**src/rtl/inst_fetch_queue_pkg.sv**
```systemverilog
// Shared definitions for the fetch -> queue -> decode path: default widths,
// the (pc, inst) entry type and a small pair-count helper.
package inst_fetch_queue_pkg;

  localparam int unsigned IFQ_ADDR_W = 32;
  localparam int unsigned IFQ_INST_W = 32;
  localparam int unsigned IFQ_DEPTH  = 8;

  typedef struct packed {
    logic [IFQ_ADDR_W-1:0] pc;
    logic [IFQ_INST_W-1:0] inst;
  } fetch_entry_t;

  // Slot 2 only counts when slot 1 is also active.
  function automatic logic [1:0] pair_count(input logic first, input logic second);
    return {1'b0, first} + {1'b0, first & second};
  endfunction

endpackage

```
**src/rtl/inst_fetch_queue_if.sv**
```systemverilog
// Fetch/decode-side bundle of the instruction fetch queue.
// master = fetch + decode environment, slave = the queue.
interface inst_fetch_queue_if
  import inst_fetch_queue_pkg::*;
#(
  parameter int ADDR_W = IFQ_ADDR_W,
  parameter int INST_W = IFQ_INST_W,
  parameter int DEPTH  = IFQ_DEPTH
);
  logic                     flush;
  logic                     push_valid_1;
  logic                     push_valid_2;
  logic [ADDR_W-1:0]        pc_i_1;
  logic [ADDR_W-1:0]        pc_i_2;
  logic [INST_W-1:0]        inst_i_1;
  logic [INST_W-1:0]        inst_i_2;
  logic                     pop_ready_1;
  logic                     pop_ready_2;
  logic                     inst_valid_o_1;
  logic                     inst_valid_o_2;
  logic [ADDR_W-1:0]        pc_o_1;
  logic [ADDR_W-1:0]        pc_o_2;
  logic [INST_W-1:0]        inst_o_1;
  logic [INST_W-1:0]        inst_o_2;
  logic                     pause_o;
  logic [$clog2(DEPTH):0]   count_o;

  modport master (
    output flush, push_valid_1, push_valid_2, pc_i_1, pc_i_2, inst_i_1, inst_i_2,
           pop_ready_1, pop_ready_2,
    input  inst_valid_o_1, inst_valid_o_2, pc_o_1, pc_o_2, inst_o_1, inst_o_2,
           pause_o, count_o
  );

  modport slave (
    input  flush, push_valid_1, push_valid_2, pc_i_1, pc_i_2, inst_i_1, inst_i_2,
           pop_ready_1, pop_ready_2,
    output inst_valid_o_1, inst_valid_o_2, pc_o_1, pc_o_2, inst_o_1, inst_o_2,
           pause_o, count_o
  );

endinterface

```
**src/rtl/fetch_queue_mem.sv**
```systemverilog
// DEPTH-entry register array with two write ports and two read ports.
// Storage is deliberately not reset; the queue masks reads with its valids.
module fetch_queue_mem #(
  parameter int DEPTH = 8,
  parameter int DW    = 64,
  parameter int AW    = $clog2(DEPTH)
) (
  input  logic          clk,
  input  logic          we_1_i,
  input  logic [AW-1:0] wa_1_i,
  input  logic [DW-1:0] wd_1_i,
  input  logic          we_2_i,
  input  logic [AW-1:0] wa_2_i,
  input  logic [DW-1:0] wd_2_i,
  input  logic [AW-1:0] ra_1_i,
  input  logic [AW-1:0] ra_2_i,
  output logic [DW-1:0] rd_1_o,
  output logic [DW-1:0] rd_2_o
);

  logic [DW-1:0] mem_q [DEPTH];

  // Both write addresses are consecutive slots, so they never collide.
  always_ff @(posedge clk) begin
    if (we_1_i) mem_q[wa_1_i] <= wd_1_i;
    if (we_2_i) mem_q[wa_2_i] <= wd_2_i;
  end

  assign rd_1_o = mem_q[ra_1_i];
  assign rd_2_o = mem_q[ra_2_i];

endmodule

```
**src/rtl/inst_fetch_queue.sv**
```systemverilog
// Dual-slot in-order instruction queue between fetch and decode, with a
// pause back to the PC stage and a redirect flush.
module inst_fetch_queue
  import inst_fetch_queue_pkg::*;
#(
  parameter int DEPTH  = IFQ_DEPTH,
  parameter int ADDR_W = IFQ_ADDR_W,
  parameter int INST_W = IFQ_INST_W
) (
  input  logic                clk,
  input  logic                rst,
  inst_fetch_queue_if.slave   bus
);

  localparam int PW = $clog2(DEPTH);
  localparam int CW = PW + 1;
  localparam int DW = ADDR_W + INST_W;

  logic [PW-1:0] head_q, head_d, tail_q, tail_d;
  logic [CW-1:0] count_q, count_d;

  logic          valid_1_s, valid_2_s, pause_s;
  logic          we_1_s, we_2_s;
  logic [1:0]    n_pop_s, n_push_s;
  logic [PW-1:0] head_nx_s, tail_nx_s;
  logic [DW-1:0] rd_1_s, rd_2_s;

  assign valid_1_s = (count_q != CW'(0));
  assign valid_2_s = (count_q >= CW'(2));
  // Pause looks at the current count only, so a pop frees space one cycle later.
  assign pause_s   = (count_q > CW'(DEPTH - 2));

  assign n_pop_s   = pair_count(valid_1_s & bus.pop_ready_1, valid_2_s & bus.pop_ready_2);
  assign we_1_s    = bus.push_valid_1 & ~pause_s & ~bus.flush;
  assign we_2_s    = we_1_s & bus.push_valid_2;
  assign n_push_s  = pair_count(we_1_s, bus.push_valid_2);

  assign head_nx_s = head_q + PW'(1);
  assign tail_nx_s = tail_q + PW'(1);

  // Next-state pointers and occupancy; flush overrides any push or pop.
  always_comb begin
    head_d  = head_q;
    tail_d  = tail_q;
    count_d = count_q;
    if (bus.flush) begin
      head_d  = '0;
      tail_d  = '0;
      count_d = '0;
    end else begin
      head_d  = head_q + PW'(n_pop_s);
      tail_d  = tail_q + PW'(n_push_s);
      count_d = count_q + CW'(n_push_s) - CW'(n_pop_s);
    end
  end

  // Pointer and occupancy registers.
  always_ff @(posedge clk or negedge rst) begin
    if (!rst) begin
      head_q  <= '0;
      tail_q  <= '0;
      count_q <= '0;
    end else begin
      head_q  <= head_d;
      tail_q  <= tail_d;
      count_q <= count_d;
    end
  end

  fetch_queue_mem #(
    .DEPTH (DEPTH),
    .DW    (DW)
  ) u_mem (
    .clk    (clk),
    .we_1_i (we_1_s),
    .wa_1_i (tail_q),
    .wd_1_i ({bus.pc_i_1, bus.inst_i_1}),
    .we_2_i (we_2_s),
    .wa_2_i (tail_nx_s),
    .wd_2_i ({bus.pc_i_2, bus.inst_i_2}),
    .ra_1_i (head_q),
    .ra_2_i (head_nx_s),
    .rd_1_o (rd_1_s),
    .rd_2_o (rd_2_s)
  );

  assign bus.inst_valid_o_1 = valid_1_s;
  assign bus.inst_valid_o_2 = valid_2_s;
  assign bus.pc_o_1   = valid_1_s ? rd_1_s[DW-1:INST_W] : {ADDR_W{1'b0}};
  assign bus.inst_o_1 = valid_1_s ? rd_1_s[INST_W-1:0]  : {INST_W{1'b0}};
  assign bus.pc_o_2   = valid_2_s ? rd_2_s[DW-1:INST_W] : {ADDR_W{1'b0}};
  assign bus.inst_o_2 = valid_2_s ? rd_2_s[INST_W-1:0]  : {INST_W{1'b0}};
  assign bus.pause_o  = pause_s;
  assign bus.count_o  = count_q;

endmodule

```
**src/flat_wrapper.sv**
```systemverilog
// flat-port wrapper written by rule: the top's interface ports become plain ports
module inst_fetch_queue_flat import inst_fetch_queue_pkg::*;
#(
  parameter int DEPTH  = IFQ_DEPTH,
  parameter int ADDR_W = IFQ_ADDR_W,
  parameter int INST_W = IFQ_INST_W
)
  (clk, rst, bus_flush, bus_push_valid_1, bus_push_valid_2, bus_pc_i_1, bus_pc_i_2, bus_inst_i_1, bus_inst_i_2, bus_pop_ready_1, bus_pop_ready_2, bus_inst_valid_o_1, bus_inst_valid_o_2, bus_pc_o_1, bus_pc_o_2, bus_inst_o_1, bus_inst_o_2, bus_pause_o, bus_count_o);
  inst_fetch_queue_if #(.ADDR_W(ADDR_W), .INST_W(INST_W), .DEPTH(DEPTH)) bus_i ();
  input  logic clk;
  input  logic rst;
  input wire logic [$bits(bus_i.flush)-1:0] bus_flush;
  input wire logic [$bits(bus_i.push_valid_1)-1:0] bus_push_valid_1;
  input wire logic [$bits(bus_i.push_valid_2)-1:0] bus_push_valid_2;
  input wire logic [$bits(bus_i.pc_i_1)-1:0] bus_pc_i_1;
  input wire logic [$bits(bus_i.pc_i_2)-1:0] bus_pc_i_2;
  input wire logic [$bits(bus_i.inst_i_1)-1:0] bus_inst_i_1;
  input wire logic [$bits(bus_i.inst_i_2)-1:0] bus_inst_i_2;
  input wire logic [$bits(bus_i.pop_ready_1)-1:0] bus_pop_ready_1;
  input wire logic [$bits(bus_i.pop_ready_2)-1:0] bus_pop_ready_2;
  output wire logic [$bits(bus_i.inst_valid_o_1)-1:0] bus_inst_valid_o_1;
  output wire logic [$bits(bus_i.inst_valid_o_2)-1:0] bus_inst_valid_o_2;
  output wire logic [$bits(bus_i.pc_o_1)-1:0] bus_pc_o_1;
  output wire logic [$bits(bus_i.pc_o_2)-1:0] bus_pc_o_2;
  output wire logic [$bits(bus_i.inst_o_1)-1:0] bus_inst_o_1;
  output wire logic [$bits(bus_i.inst_o_2)-1:0] bus_inst_o_2;
  output wire logic [$bits(bus_i.pause_o)-1:0] bus_pause_o;
  output wire logic [$bits(bus_i.count_o)-1:0] bus_count_o;
  assign bus_i.flush = bus_flush;
  assign bus_i.push_valid_1 = bus_push_valid_1;
  assign bus_i.push_valid_2 = bus_push_valid_2;
  assign bus_i.pc_i_1 = bus_pc_i_1;
  assign bus_i.pc_i_2 = bus_pc_i_2;
  assign bus_i.inst_i_1 = bus_inst_i_1;
  assign bus_i.inst_i_2 = bus_inst_i_2;
  assign bus_i.pop_ready_1 = bus_pop_ready_1;
  assign bus_i.pop_ready_2 = bus_pop_ready_2;
  assign bus_inst_valid_o_1 = bus_i.inst_valid_o_1;
  assign bus_inst_valid_o_2 = bus_i.inst_valid_o_2;
  assign bus_pc_o_1 = bus_i.pc_o_1;
  assign bus_pc_o_2 = bus_i.pc_o_2;
  assign bus_inst_o_1 = bus_i.inst_o_1;
  assign bus_inst_o_2 = bus_i.inst_o_2;
  assign bus_pause_o = bus_i.pause_o;
  assign bus_count_o = bus_i.count_o;
  inst_fetch_queue #(.DEPTH(DEPTH), .ADDR_W(ADDR_W), .INST_W(INST_W)) u_core (.clk(clk), .rst(rst), .bus(bus_i));
endmodule
```
**config.mk**
```make
export PLATFORM = sky130hd
export DESIGN_NAME = inst_fetch_queue_flat
export DESIGN_NICKNAME = d
export VERILOG_FILES = /design/src/rtl/inst_fetch_queue_pkg.sv /design/src/rtl/inst_fetch_queue_if.sv /design/src/rtl/fetch_queue_mem.sv /design/src/rtl/inst_fetch_queue.sv /design/src/flat_wrapper.sv
export SDC_FILE = /design/constraint.sdc
export NUM_CORES = 1
export LEC_CHECK = 0
export CORE_MARGIN = 5
export CORE_UTILIZATION = 55
export DETAILED_ROUTE_END_ITERATION = 16
export HOLD_SLACK_MARGIN = 0.08
export MAX_ROUTING_LAYER = met4
export PLACE_DENSITY = 0.77
export SYNTH_ARGS = -nofsm -noshare
export SYNTH_HDL_FRONTEND = slang
export SYNTH_SLANG_ARGS = --single-unit
```
**constraint.sdc**
```tcl
create_clock -name clk -period 6.5 [get_ports clk]
set_clock_uncertainty 0.05 [all_clocks]
set_input_delay 0.65 -clock clk [delete_from_list [all_inputs] [get_ports clk]]
set_output_delay 0.65 -clock clk [all_outputs]
set_load 0.02 [all_outputs]
```
* Yosys cells after proc, flatten, opt, wreduce, memory -nomap -nowiden *
Memory sizes are Yosys's and may differ from the RTL's.
Cells that the tools add are included.

word-level totals
  memories = 1
  output and inout port bits = 135
  register bits = 10
  logic and storage cells = 34
  input bits = 135
  memory bits (writable) = 512

cells by class
  add/sub/neg operators = 8
  reduce and logical (&&, ||, !) cells = 1
  multiplexer cells = 11
  $lt $le $gt $ge = 2
  bitwise operators = 8

memory list
  memory              depth  width  rd ports  clocked after memory_dff  write ports  line                   RTL
  u_core.u_mem.mem_q  8      64     2         0                         2            fetch_queue_mem.sv:21  logic [DW-1:0] mem_q [DEPTH];

operator list
  kind                   number
  $mux W32               4
  $add A3 B1 Y3 const B  2
  $add A3 B2 Y3          2
  $and A1 B1 Y1          6
  $mux W3                2
  $add A1 B1 Y2          2
  $add A4 B2 Y4          1
  $ge A4 B2 Y1 const B   1
  $gt A4 B3 Y1 const B   1
  $mux W1                4
  $mux W4                1
  $reduce_bool A4 Y1     1
  $sub A4 B2 Y4          1
  $not A1 Y1             2

* Longest topological paths before layout *
  depth in word-level cells = 9
  depth in mapped cells = 11
  gate-level depth less buffers = 11

* Hierarchy *
A second synthesis with hierarchy kept.

second synthesis, totals
  cells, all modules = 1771
  area total of the unflattened synthesis = 30923.4 um^2

by module, submodules not included
  module            cells each  sequential area each (um^2)  times used  area an instance (um^2)
  fetch_queue_mem   1557        15374.7                      1           29309.4
  inst_fetch_queue  214         250.2                        1           1614.0

* Worst setup path after synthesis *
No wires, ideal clock.

  path kind = register to register
  from = register u_core.count_q[3], in the netlist u_core.bus.count_o[3]
  to = memory u_core.u_mem.mem_q[3][0], enable pin
  clock period less this slack = 5291 ps
  required time = 5943 ps
  arrival time = 4734 ps
  setup time = 507 ps
  buffers on the path = 1
  setup slack = 1209 ps
  stages on the path, launching flop included = 7
  cells stage by stage = dfrtp_1 -> inv_1 -> ha_1 -> nand2_1 -> buf_1 -> o21ai_1 -> a21oi_1

RTL lines
  what                      line                    RTL
  start: declaration        inst_fetch_queue.sv:20  logic [CW-1:0] count_q, count_d;
  start signal: assignment  inst_fetch_queue.sv:66  count_q <= count_d;
  end: declaration          fetch_queue_mem.sv:21

* Final worst setup path *
  from = register u_core.head_q[0]
  to = output port bus_pc_o_2[16]

between the ends
  cells in the longest elaborated chain, start to end = 3

ends and longest elaborated chain
  what                      line                    RTL
  start: declaration        inst_fetch_queue.sv:19  logic [PW-1:0] head_q, head_d, tail_q, tail_d;
  start signal: assignment  inst_fetch_queue.sv:60  head_q <= '0;
  start signal: assignment  inst_fetch_queue.sv:64  head_q <= head_d;
  $add A3 B1 Y3             inst_fetch_queue.sv:38  assign head_nx_s = head_q + PW'(1);
  $mem_v2 Z8 W64            --
  $mux W32                  inst_fetch_queue.sv:91  assign bus.pc_o_2 = valid_2_s ? rd_2_s[DW-1:INST_W] : {ADDR_W{1'b0}};
  end: declaration          flat_wrapper.sv:24      output wire logic [$bits(bus_i.pc_o_2)-1:0] bus_pc_o_2;

Every way passes these cells.

==> impl_metrics.py <==
metrics = {
    "critical_path": {
        "critPathMaxStageDelay_ns": 0.86,
        "path_cells": "ha_4 > xor2_1 > and2_2 > buf_4 > a22o_1 > clkdlybuf4s50_1",
        "startpoint_type": "flop",
        "crit_path_max_fanout": 40,
        "required_ns": 5.80,
        "crit_arrival_ns": 4.18,
        "crit_path_top_delay_cell": "dfrtp_4",
        "timing_worst_setup_path_type": "flop to output pin",
        "r2r_start": "u_core.bus.count_o[3]",
        "cp-end-kind": "output pin",
        "cp-startpoint": "u_core.head_q[0]",
        "ff2ff_path_depth": 6,
    },
    "sta": {
        "max_freq_mhz": 204.8,
        "period_needed_ns": 4.884,
        "maxSlewViolCount": 0,
        "setup-violations-final": 0,
        "tightest_slew_ns": 1.096,
        "fin_tns_setup_ns": 0,
        "final_hold_viol_count": 0,
        "period_share": 0.7513,
        "rsz0062_at_grt": "false",
        "max_slew_margin": 0.2693,
    },
    "yosys": {
        "synth_area_mm2": 0.03000,
        "synth_warnings": 0,
        "synth_compound_area_frac": 0.04408,
        "yosysTopAreaCell": "edfxtp_1",
        "synth_fa_ha_area_frac": 0.006839,
        "yosysSeqAreaShare": 0.5208,
        "yosysTopAreaCellShare": 0.5124,
        "synth_simple_gate_area_frac": 0.008674,
        "synth-xor-area-share": 0.002627,
        "syn_inst": 1654,
        "syn_nets": 1803,
        "ys_ff_latch": 522,
        "syn_area_per_cell_um2": 18.14,
        "synth.area.top_cells": "edfxtp_1, mux4_2, mux2_2",
        "synth_top_family_by_area": "multiplexers",
        "yosysUniqueCellTypes": 41,
        "synthMuxAreaShare": 0.3870,
    },
    "die": {
        "die_x_um": 243.6,
        "dieArea_mm2": 0.05932,
        "io_pins": 270,
        "core_area_mm2": 0.05392,
        "initial_utilization": 0.5564,
        "die_h_um": 243.6,
        "std_cell_rows": 85,
    },
    "cells_and_area": {
        "seq_area_mm2": 0.01563,
        "fin_nets": 2035,
        "fill_cells": 3649,
        "final_common_cell": "edfxtp_1",
        "multi_input_area_mm2": 0.01368,
        "drive_gt1_frac": 0.4691,
        "final_core_util": 0.6495,
        "area_growth_pct": 16.72,
        "final_cell_mix": "edfxtp_1, mux2_2, clkdlybuf4s50_1, mux4_2, a22o_1",
    },
    "global_route": {
        "grt_overflow": 0,
        "grt.total_usage": 0.2849,
        "grt.met1_usage": 0.3827,
        "top_usage_layer": "met2",
        "grt_pass1_wl_um": 123700,
        "grtUsageMet3": 0.06708,
        "grt_start_max_net_pins": 90,
        "first_global_vias": 18990,
        "grt_use_met2": 0.4524,
        "antenna_found_initial": 14,
    },
    "clock_tree": {
        "cts_sinks": 522,
        "root_buffer": "clkbuf_16",
        "cts_resized": 0,
        "cts_tree": "yes",
        "postCtsHoldBufs": 0,
        "cts_buffers": 56,
        "cts_setup_buffers": 0,
        "cts-htree-levels": 2,
        "insertion_delay_ns": 0.60,
        "clk_pin_slew_worst_paths_ns": 0.06,
        "ctsLongestPathBuffers": 3,
    },
    "pwr": {
        "powerDensity_mw_per_mm2": 387.6,
        "vdd_drop_max_uv": 414.5,
        "cellLeakagePower_nw": 11.34,
    },
    "route": {
        "wirelength_um": 83570,
        "ant_nets": 0,
        "vias": 18110,
        "drc": 0,
        "detailedRoute.firstPassIterationCount": 5,
        "dr.first_iter.drc_count": 1818,
        "routedWlPerCell_um": 31.70,
        "vias_per_cell": 6.871,
    },
    "hold_path": {
        "hp-class": "input pin to asynchronous set/reset pin",
    },
    "flow_run": {
        "max_cap_viol_count": 0,
    },
    "status": {
        "outcome": "complete, no violations",
    },
    "placed_design": {
        "portBuffers": 269,
        "place_congestion": 0.8218,
        "place_hpwl_um": 47870,
    },
}
synthesized netlist by cell type, drive strengths merged:
master   instances
or3              1
and3b            1
a22o           128
nand3            7
nand2b           1
nor2b            9
nor3             1
inv             11
xor2             3
a21oi            7
nor3b            3
and2             3
o2111ai          8
nor4b            1
clkbuf          50
or3b             1
and3             3
a31oi            2
ha              10
fa               4
a32oi            1
buf             89
nor2            10
a21o             1
o21ai            2
o211ai           1
mux2           513
nand2            2
xnor2            3
edfxtp         512
dfrtp           10
mux4           256
state kept, by name, indices dropped and copies added, names as in the netlist:
signal and flops:
u_core.bus.count_o 4, u_core.head_q 3, u_core.u_mem.mem_q 512, u_core.tail_q 3
kinds of logic (layout without fill, tap and decap cells):
| kind of cell | count (synthesis) | count (layout) |
|---|---|---|
| adders and majority gates | 14 | 14 |
| xor gates and xnor gates | 6 | 6 |
| DFF | 522 | 522 |
| AOI/OAI and AO/OA | 150 | 150 |
| other | 0 | 13 |
| muxes | 769 | 769 |
| and+or+nand+nor | 43 | 43 |
| buffers and inverters | 150 | 423 |
path summary, 6_finish.rpt:
check | end | slack, ns
min in group clk | u_core.head_q[2] | 0.63
hold reg to reg | u_core.head_q[2] | 0.63
max in group asynchronous | u_core.head_q[1] | 5.60
setup / recovery | bus_pc_o_2[16] | 1.62
setup reg to reg | u_core.u_mem.mem_q[2][60] | 2.59
hold / removal | u_core.tail_q[2] | 0.36
layer usage:
| metal | wire, µm | share of wire |
|---|---|---|
| met5 | 0 | 0 |
| met1 | 33010 | 0.39 |
| met4 | 1695 | 0.020 |
| met2 | 41030 | 0.49 |
| met3 | 7842 | 0.094 |
area by class of cell:
class                           instances  area share
Clock buffer                           78     0.04384
Clock inverter                         21    0.004109
Sequential cell                       522      0.4464
Tap cell                              696     0.02487
Multi-Input combinational cell        982      0.3906
Antenna cell                           13   0.0009289
Timing Repair Buffer                  313     0.08811
Inverter                               11    0.001179
metrics by stage:
step / instances / worst slack [ns] / hold slack [ns] / instance area [µm²] / total power [W]
finish: 2636 / 1.616 / 0.3641 / 35020 / 0.01357
global route: 2636 / 1.487 / 0.3855 / 35020 / 0.01414
CTS: 2623 / 1.590 / 0.3500 / 34990 / 0.01368
detailed placement: 2524 / 2.220 / 0.6124 / 33310 / 0.01067
global placement: 2524 / 2.294 / 0.5989 / 33310 / 0.01064
floorplan: 1654 / 1.209 / 0.3044 / 30000 / 0.008263
worst max-delay path, delay by kind of cell (launching register included):
family	cells	cell delay, ns
flops	1	0.86
compound gates	1	0.30
buf+inv	2	1.15
fa+ha+maj	1	0.23
simple gates	1	0.72
xor+xnor	1	0.30
power by group:
part	leakage [nW]	switching [W]	internal (W)
combinational	5.78	0.00326	0.00333
sequential	4.76	0.000142	0.00384
clock	0.810	0.00129	0.00171
total	11.3	0.00469	0.00888
No activity file was read; power rests on OpenSTA's default activity.
